File: config.mk
export PLATFORM = sky130hd
export DESIGN_NAME = hazard5_decode_pc
export DESIGN_NICKNAME = d
export VERILOG_FILES = /design/src/rtl/hazard5_bp_pkg.sv /design/src/rtl/hazard5_bht.sv /design/src/rtl/hazard5_decode_pc.sv
export SDC_FILE = /design/constraint.sdc
export NUM_CORES = 1
export LEC_CHECK = 0
export BUFFER_PORTS_ARGS = -buffer_cell sky130_fd_sc_hd__buf_2
export CAP_MARGIN = 20
export CORE_AREA = 2 2 172 174
export DETAILED_ROUTE_END_ITERATION = 8
export DIE_AREA = 0 0 174 176
export PLACE_DENSITY = 0.47
export SYNTH_ARGS = -nofsm -noshare
export SYNTH_HDL_FRONTEND = slang
export SYNTH_SLANG_ARGS = --single-unit
export TNS_END_PERCENT = 20
File: constraint.sdc
create_clock -name clk -period 3 [get_ports clk]
set_clock_uncertainty 0.05 [all_clocks]
set_input_delay 0.15 -clock clk [delete_from_list [all_inputs] [get_ports clk]]
set_output_delay 0.15 -clock clk [all_outputs]
set_load 0.01 [all_outputs]
File: src/rtl/hazard5_bp_pkg.sv
// hazard5_bp_pkg
// Shared branch-prediction definitions for the Hazard5 decode stage.
//   - bp_ctr_t      : 2-bit saturating counter encodings (SNT, WNT, WT, ST)
//   - bp_ctr_update : saturating increment/decrement of one counter
// No ports (package).
package hazard5_bp_pkg;

  typedef enum logic [1:0] {
    SNT = 2'd0,
    WNT = 2'd1,
    WT  = 2'd2,
    ST  = 2'd3
  } bp_ctr_t;

  // Move a counter one step towards the resolved direction, clamping at
  // SNT and ST so a long run in one direction cannot wrap the counter.
  function automatic logic [1:0] bp_ctr_update(input logic [1:0] ctr, input logic taken);
    logic [1:0] result;
    result = ctr;
    if (taken) begin
      if (ctr != ST) result = ctr + 2'd1;
    end else begin
      if (ctr != SNT) result = ctr - 2'd1;
    end
    return result;
  endfunction

endpackage

File: src/rtl/hazard5_bht.sv
// hazard5_bht
// Branch history table: DEPTH 2-bit saturating counters, one asynchronous
// read port for prediction in D and one training write port driven from X.
// A read and write to the same index in one cycle returns the old value,
// since the write lands on the clock edge.
// Ports:
//   clk      in  clock
//   rst      in  synchronous active-high reset, all counters to INIT
//   rd_idx   in  prediction index
//   rd_taken out MSB of the addressed counter (predict taken)
//   wr_en    in  train the counter at wr_idx
//   wr_idx   in  training index
//   wr_taken in  resolved direction (up if 1, down if 0)
module hazard5_bht
  import hazard5_bp_pkg::*;
#(
  parameter int         DEPTH = 16,
  parameter logic [1:0] INIT  = 2'b01,
  localparam int        IDX_W = $clog2(DEPTH)
) (
  input  logic             clk,
  input  logic             rst,
  input  logic [IDX_W-1:0] rd_idx,
  output logic             rd_taken,
  input  logic             wr_en,
  input  logic [IDX_W-1:0] wr_idx,
  input  logic             wr_taken
);

  logic [DEPTH-1:0][1:0] ctr_q;

  // One register per entry so every counter can be reset in a single cycle.
  genvar gi;
  generate
    for (gi = 0; gi < DEPTH; gi++) begin : g_entry
      logic [1:0] ctr_reg;
      logic       hit;

      assign hit = wr_en && (wr_idx == IDX_W'(gi));

      always_ff @(posedge clk) begin
        if (rst) begin
          ctr_reg <= INIT;
        end else if (hit) begin
          ctr_reg <= bp_ctr_update(ctr_reg, wr_taken);
        end
      end

      assign ctr_q[gi] = ctr_reg;
    end
  endgenerate

  assign rd_taken = ctr_q[rd_idx][1];

endmodule

File: src/rtl/hazard5_decode_pc.sv
// hazard5_decode_pc
// Decode-stage PC, jump-request and CIR-lock controller for Hazard5.
// Holds the decode PC, raises jump requests towards fetch for JAL and for
// branches predicted taken, locks the CIR when a jump is accepted while D is
// stalled, and precomputes the mispredict-recovery / link address for X.
// Configuration macro: HAZARD5_BHT_EN
//   defined   - BHT_DEPTH-entry table of 2-bit counters, trained by x_br_*
//   undefined - static backward-taken prediction (sign of d_imm_b)
// Ports:
//   clk, rst (sync, active-high)
//   d_instr_vld, d_instr_is_32bit, d_is_branch, d_is_jal, d_imm_b, d_imm_j
//   x_stall, flush_d_x
//   f_jump_rdy, f_jump_now, f_jump_target
//   x_br_resolve, x_br_pc, x_br_taken   (BHT training)
//   d_pc, d_stall, d_jump_req, d_jump_target, df_cir_lock, d_pred_taken
//   dx_pred_taken, dx_mispredict_addr
module hazard5_decode_pc
  import hazard5_bp_pkg::*;
#(
  parameter int                W_ADDR       = 32,
  parameter logic [W_ADDR-1:0] RESET_VECTOR = '0,
  parameter int                BHT_DEPTH    = 16,
  parameter logic [1:0]        BHT_INIT     = 2'b01
) (
  input  logic              clk,
  input  logic              rst,
  input  logic              d_instr_vld,
  input  logic              d_instr_is_32bit,
  input  logic              d_is_branch,
  input  logic              d_is_jal,
  input  logic [W_ADDR-1:0] d_imm_b,
  input  logic [W_ADDR-1:0] d_imm_j,
  input  logic              x_stall,
  input  logic              flush_d_x,
  input  logic              f_jump_rdy,
  input  logic              f_jump_now,
  input  logic [W_ADDR-1:0] f_jump_target,
  input  logic              x_br_resolve,
  input  logic [W_ADDR-1:0] x_br_pc,
  input  logic              x_br_taken,
  output logic [W_ADDR-1:0] d_pc,
  output logic              d_stall,
  output logic              d_jump_req,
  output logic [W_ADDR-1:0] d_jump_target,
  output logic              df_cir_lock,
  output logic              d_pred_taken,
  output logic              dx_pred_taken,
  output logic [W_ADDR-1:0] dx_mispredict_addr
);

  logic [W_ADDR-1:0] pc_reg;
  logic [W_ADDR-1:0] pc_next;
  logic              lock_prev_reg;
  logic              dx_pred_taken_reg;
  logic [W_ADDR-1:0] dx_mispredict_addr_reg;
  logic              jump_enable;
  logic              assert_lock;

  assign pc_next = pc_reg + (d_instr_is_32bit ? W_ADDR'(4) : W_ADDR'(2));

  // ---------------------------------------------------------------------------
  // Prediction
`ifdef HAZARD5_BHT_EN
  localparam int BHT_IDX_W = $clog2(BHT_DEPTH);

  // Halfword-aligned PCs: bit 0 carries no information, index from bit 1.
  hazard5_bht #(
    .DEPTH (BHT_DEPTH),
    .INIT  (BHT_INIT)
  ) u_bht (
    .clk      (clk),
    .rst      (rst),
    .rd_idx   (pc_reg[BHT_IDX_W:1]),
    .rd_taken (d_pred_taken),
    .wr_en    (x_br_resolve),
    .wr_idx   (x_br_pc[BHT_IDX_W:1]),
    .wr_taken (x_br_taken)
  );

  logic unused_br_pc_bits;
  assign unused_br_pc_bits = ^{x_br_pc[W_ADDR-1:BHT_IDX_W+1], x_br_pc[0]};
`else
  // Backward branches (negative offset) are predicted taken.
  assign d_pred_taken = d_imm_b[W_ADDR-1];

  logic unused_bht_inputs;
  assign unused_bht_inputs = ^{x_br_resolve, x_br_taken, x_br_pc, BHT_INIT, BHT_DEPTH[0]};
`endif

  // ---------------------------------------------------------------------------
  // Jump request, stall and CIR lock
  assign d_jump_target = pc_reg + (d_is_jal ? d_imm_j : d_imm_b);

  // An instruction that is held locked in the CIR has already issued its
  // jump, so it must not request again.
  assign jump_enable = d_instr_vld & ~lock_prev_reg;
  assign d_jump_req  = jump_enable & (d_is_jal | (d_is_branch & d_pred_taken));
  assign d_stall     = x_stall | ~d_instr_vld | (d_jump_req & ~f_jump_rdy);
  assign assert_lock = d_jump_req & f_jump_rdy & d_stall;
  assign df_cir_lock = (lock_prev_reg & d_stall) | assert_lock;

  // ---------------------------------------------------------------------------
  // State
  always_ff @(posedge clk) begin
    if (rst) begin
      pc_reg                 <= RESET_VECTOR;
      lock_prev_reg          <= 1'b0;
      dx_pred_taken_reg      <= 1'b0;
      dx_mispredict_addr_reg <= '0;
    end else begin
      lock_prev_reg <= df_cir_lock;

      // A jump taken by fetch overrides sequential advance; while locked the
      // PC only moves with fetch jumps.
      if (f_jump_now) begin
        pc_reg <= f_jump_target;
      end else if (!d_stall && !lock_prev_reg) begin
        pc_reg <= pc_next;
      end

      // Capture on the lock edge too, so a jump accepted under stall still
      // hands X the correct link / fallthrough address.
      if (assert_lock || (!x_stall && !lock_prev_reg)) begin
        if (d_is_branch && !d_pred_taken) begin
          dx_mispredict_addr_reg <= pc_reg + d_imm_b;
        end else begin
          dx_mispredict_addr_reg <= pc_next;
        end
      end

      // A bubble enters X when D stalls while X moves on, or on a flush.
      // When X itself is stalled, its instruction and prediction are held.
      if (flush_d_x || (d_stall && !x_stall)) begin
        dx_pred_taken_reg <= 1'b0;
      end else if (!x_stall) begin
        dx_pred_taken_reg <= d_is_branch & d_pred_taken;
      end
    end
  end

  assign d_pc               = pc_reg;
  assign dx_pred_taken      = dx_pred_taken_reg;
  assign dx_mispredict_addr = dx_mispredict_addr_reg;

endmodule

==> results.py <==
metrics = {
    "clocking": {
        "cts_sinks": 66,
        "root_buffer": "clkbuf_16",
        "htree_levels": 3,
        "tritoncts": "built",
        "cts_buffers": 9,
        "worstSkewPairLatency_ns": 0.35,
        "path_clk_slew_ns": 0.06,
        "clk_path_buf_depth": 2,
    },
    "cells_and_area": {
        "finalNonFillerCells": 1726,
        "nFillCells": 3102,
        "final_common_cell": "buf_2",
        "mostFrequentLayoutCells": "buf_2 (205), buf_4 (148), nor2_1 (110)",
        "syn_to_final_growth_pct": 47.0,
        "drive_above_1_share_pct": 35.7,
        "fin_nets": 1544,
        "antenna_cells": 0,
        "final_core_util_pct": 38.2,
    },
    "critical_path": {
        "end_kind": "output port",
        "cp_top_family": "simple AND/OR/NAND/NOR gates",
        "r2r_setup_slack_ns": 0.07,
        "path_common_cell": "a21oi_2",
        "start_kind": "flop",
        "r2r-end": "dx_mispredict_addr[28]",
        "reg2reg_depth": 12,
        "critical_path_class": "reg2out",
        "slowest_stage": "or4b_1",
        "crit_buf_inv": 1,
        "crit_chain": "ha_4 > fa_2 > a21oi_2 > o21ai_2 > a21oi_2 > or4_4 > a31oi_4 > a21boi_2 > or4b_1 > o211ai_1 > buf_2",
        "crit_fanout": 4,
        "r2r_start": "d_pc[0]",
        "cp_slowest_stage_delay_ns": 0.48,
        "required_ns": 2.80,
        "worst_ep_arrival_time_ns": 2.98,
    },
    "logic_synthesis": {
        "netlist_area_mm2": 0.00742,
        "ys_ff_latch": 66,
        "synth_cell_types": 77,
        "synth_area_per_cell_um2": 7.45,
        "syn_nets": 1203,
        "synth-edff-count": 0,
        "yosysSeqAreaShare_pct": 17.8,
        "synth_cells": 996,
        "synth_warnings": 0,
        "async_flop_share_pct": 0,
        "synth-main-ff-cell": "dfxtp_1",
    },
    "timing": {
        "rsz0062_at_grt": "true",
        "slew-limit-headroom_pct": 51.5,
        "hold_viol_final": 0,
        "drv_slew": 0,
        "setup_viol": 5,
        "fin_crit_ns": 3.18,
        "worst_pin_slew_ns": 0.728,
        "fin_ws_ns": -0.184,
        "worst_hold_slack_ns": 0.00431,
        "finalSetupTns_ns": -0.413,
        "clock.fmax_mhz": 314,
        "fin_crit_sh_pct": 106,
    },
    "floorplanning": {
        "die_h_um": 176,
        "core_mm2": 0.0285,
        "io_pins": 241,
        "rows": 62,
        "start_util_pct": 26.0,
        "fp.dieArea_mm2": 0.0306,
        "die_w_um": 174,
    },
    "global_routing": {
        "met1_usage_pct": 27.6,
        "track_usage_pct": 19.7,
        "grt_max_degree": 48,
        "grt_pass1_vias": 8362,
        "busiest_layer": "met2",
        "grt_pass1_wl_um": 47600,
        "antenna_found_initial": 0,
        "use_met3_pct": 2.61,
        "met2_usage_pct": 32.5,
        "grt-ovfl-total": 0,
    },
    "routing": {
        "wl_per_cell_um": 17.8,
        "vias": 8532,
        "drc": 0,
        "drt-initial-drc-count": 472,
        "vias_per_cell": 4.94,
        "drt_wl_total_um": 30800,
        "antenna_left": 0,
        "dr.pass1.iters": 5,
    },
    "min_path": {
        "hold_class": "in2reg",
        "hp-start": "f_jump_target[4]",
        "worstHoldPathCells": 3,
        "holdPathEnd": "d_pc[4]",
    },
    "power_and_ir_drop": {
        "p_per_area_mw_per_mm2": 367,
        "leakage_nw": 5.13,
        "vdd_ir_drop_max_mv": 0.265,
    },
    "placement": {
        "place_congestion": 0.910,
        "place_ws_ns": -0.329,
        "detailed_place_hpwl_um": 24600,
        "dpl.cell_count": 1676,
        "io_buffers": 206,
    },
    "run_status": {
        "failed_checks": "negative setup slack",
        "status": "complete, but fails checks",
    },
    "job": {
        "maxCapViolCount": 0,
    },
}
[metal layers]
layer / wire length (um) / vias to the layer above
met1: 15100 / 3987
met3: 1150 / 28
met5: 0 / -
met4: 463 / 0
li1: - / 4312
met2: 14000 / 205
[final cells by class]
class / instances / area, um2 / area share (%)
clock inverters: 5 / 85.1 / 0.780
inverters: 14 / 52.6 / 0.482
clock buffers: 11 / 243 / 2.23
multi-input cells: 862 / 6160 / 56.5
well taps: 384 / 480 / 4.40
flip-flops and latches: 66 / 1330 / 12.2
repair buffers: 384 / 2550 / 23.4
[cell families (layout without fill, tap and decap cells)]
family | Yosys count | count (layout) | synth area share (%)
compound gates | 288 | 288 | 25.2
mux | 45 | 45 | 6.59
buf+inv | 68 | 414 | 3.59
fa+ha+maj | 67 | 67 | 11.6
xor+xnor | 103 | 103 | 12.2
flops | 66 | 66 | 17.8
simple gates | 359 | 359 | 23.0
[metrics by stage]
step / area (um2) / total power [mW]
5_1_grt: 10900 / 4.24
3_3_place_gp: 9880 / 2.67
4_1_cts: 10800 / 4.00
3_5_place_dp: 9880 / 2.67
2_1_floorplan: 7480 / 1.96
6_report: 10900 / 4.01
[worst min-delay path: stages]
cell and delay [ns]:
buf_2 0.08, a21oi_1 0.06, nor2_1 0.07
[worst max-delay path by stage]
stage               startpoint           endpoint  slack, ns  depth (start not counted)
global placement      d_is_jal  d_jump_target[29]      -0.32                         13
finish                 d_pc[0]  d_jump_target[28]      -0.18                         11
floorplan             d_is_jal  d_jump_target[28]      -0.02                         12
detailed placement    d_is_jal  d_jump_target[29]      -0.33                         13
global route           d_pc[0]  d_jump_target[28]      -0.29                         11
CTS                    d_pc[0]  d_jump_target[28]      -0.23                         11
[synthesized netlist by cell type (6+ instances only)]
cell,number,share of area (%)
buf_1,6,0.30
and2_1,6,0.51
xor2_1,46,5.4
nand4_1,14,1.2
a31oi_1,9,0.76
a211oi_1,12,1.2
xnor2_1,57,6.7
a21oi_1,103,6.9
clkbuf_1,41,2.1
and3_1,17,1.4
inv_1,14,0.71
o211ai_1,25,2.5
nand2_1,105,5.3
a21o_1,39,3.9
mux2i_1,14,1.9
mux2_2,31,4.7
nor2b_1,10,0.84
o21a_1,9,0.91
or3_1,7,0.59
ha_1,64,11
o22ai_1,6,0.51
dfxtp_1,66,18
nand3_1,30,2.0
nor2_1,112,5.7
nor3_1,18,1.2
o21ai_0,36,2.4
and4_1,8,0.94
[power breakdown]
part	switching [mW]	total, mW	internal (mW)
registers	0.0684	1.01	0.937
clock network	0.471	1.23	0.758
logic	0.928	1.77	0.845
total	1.47	4.01	2.54
[what timing repair did]
action / in CTS / in global routing
resized for setup: 40 / 32
gates cloned: 2 / 0
setup endpoints to repair: 23 / 25
endpoints found under the hold margin: 21 / 0
hold buffers: 21 / 0
setup buffers: 10 / 1
pin swaps: 15 / 18
(Power assumes the default switching activity.)
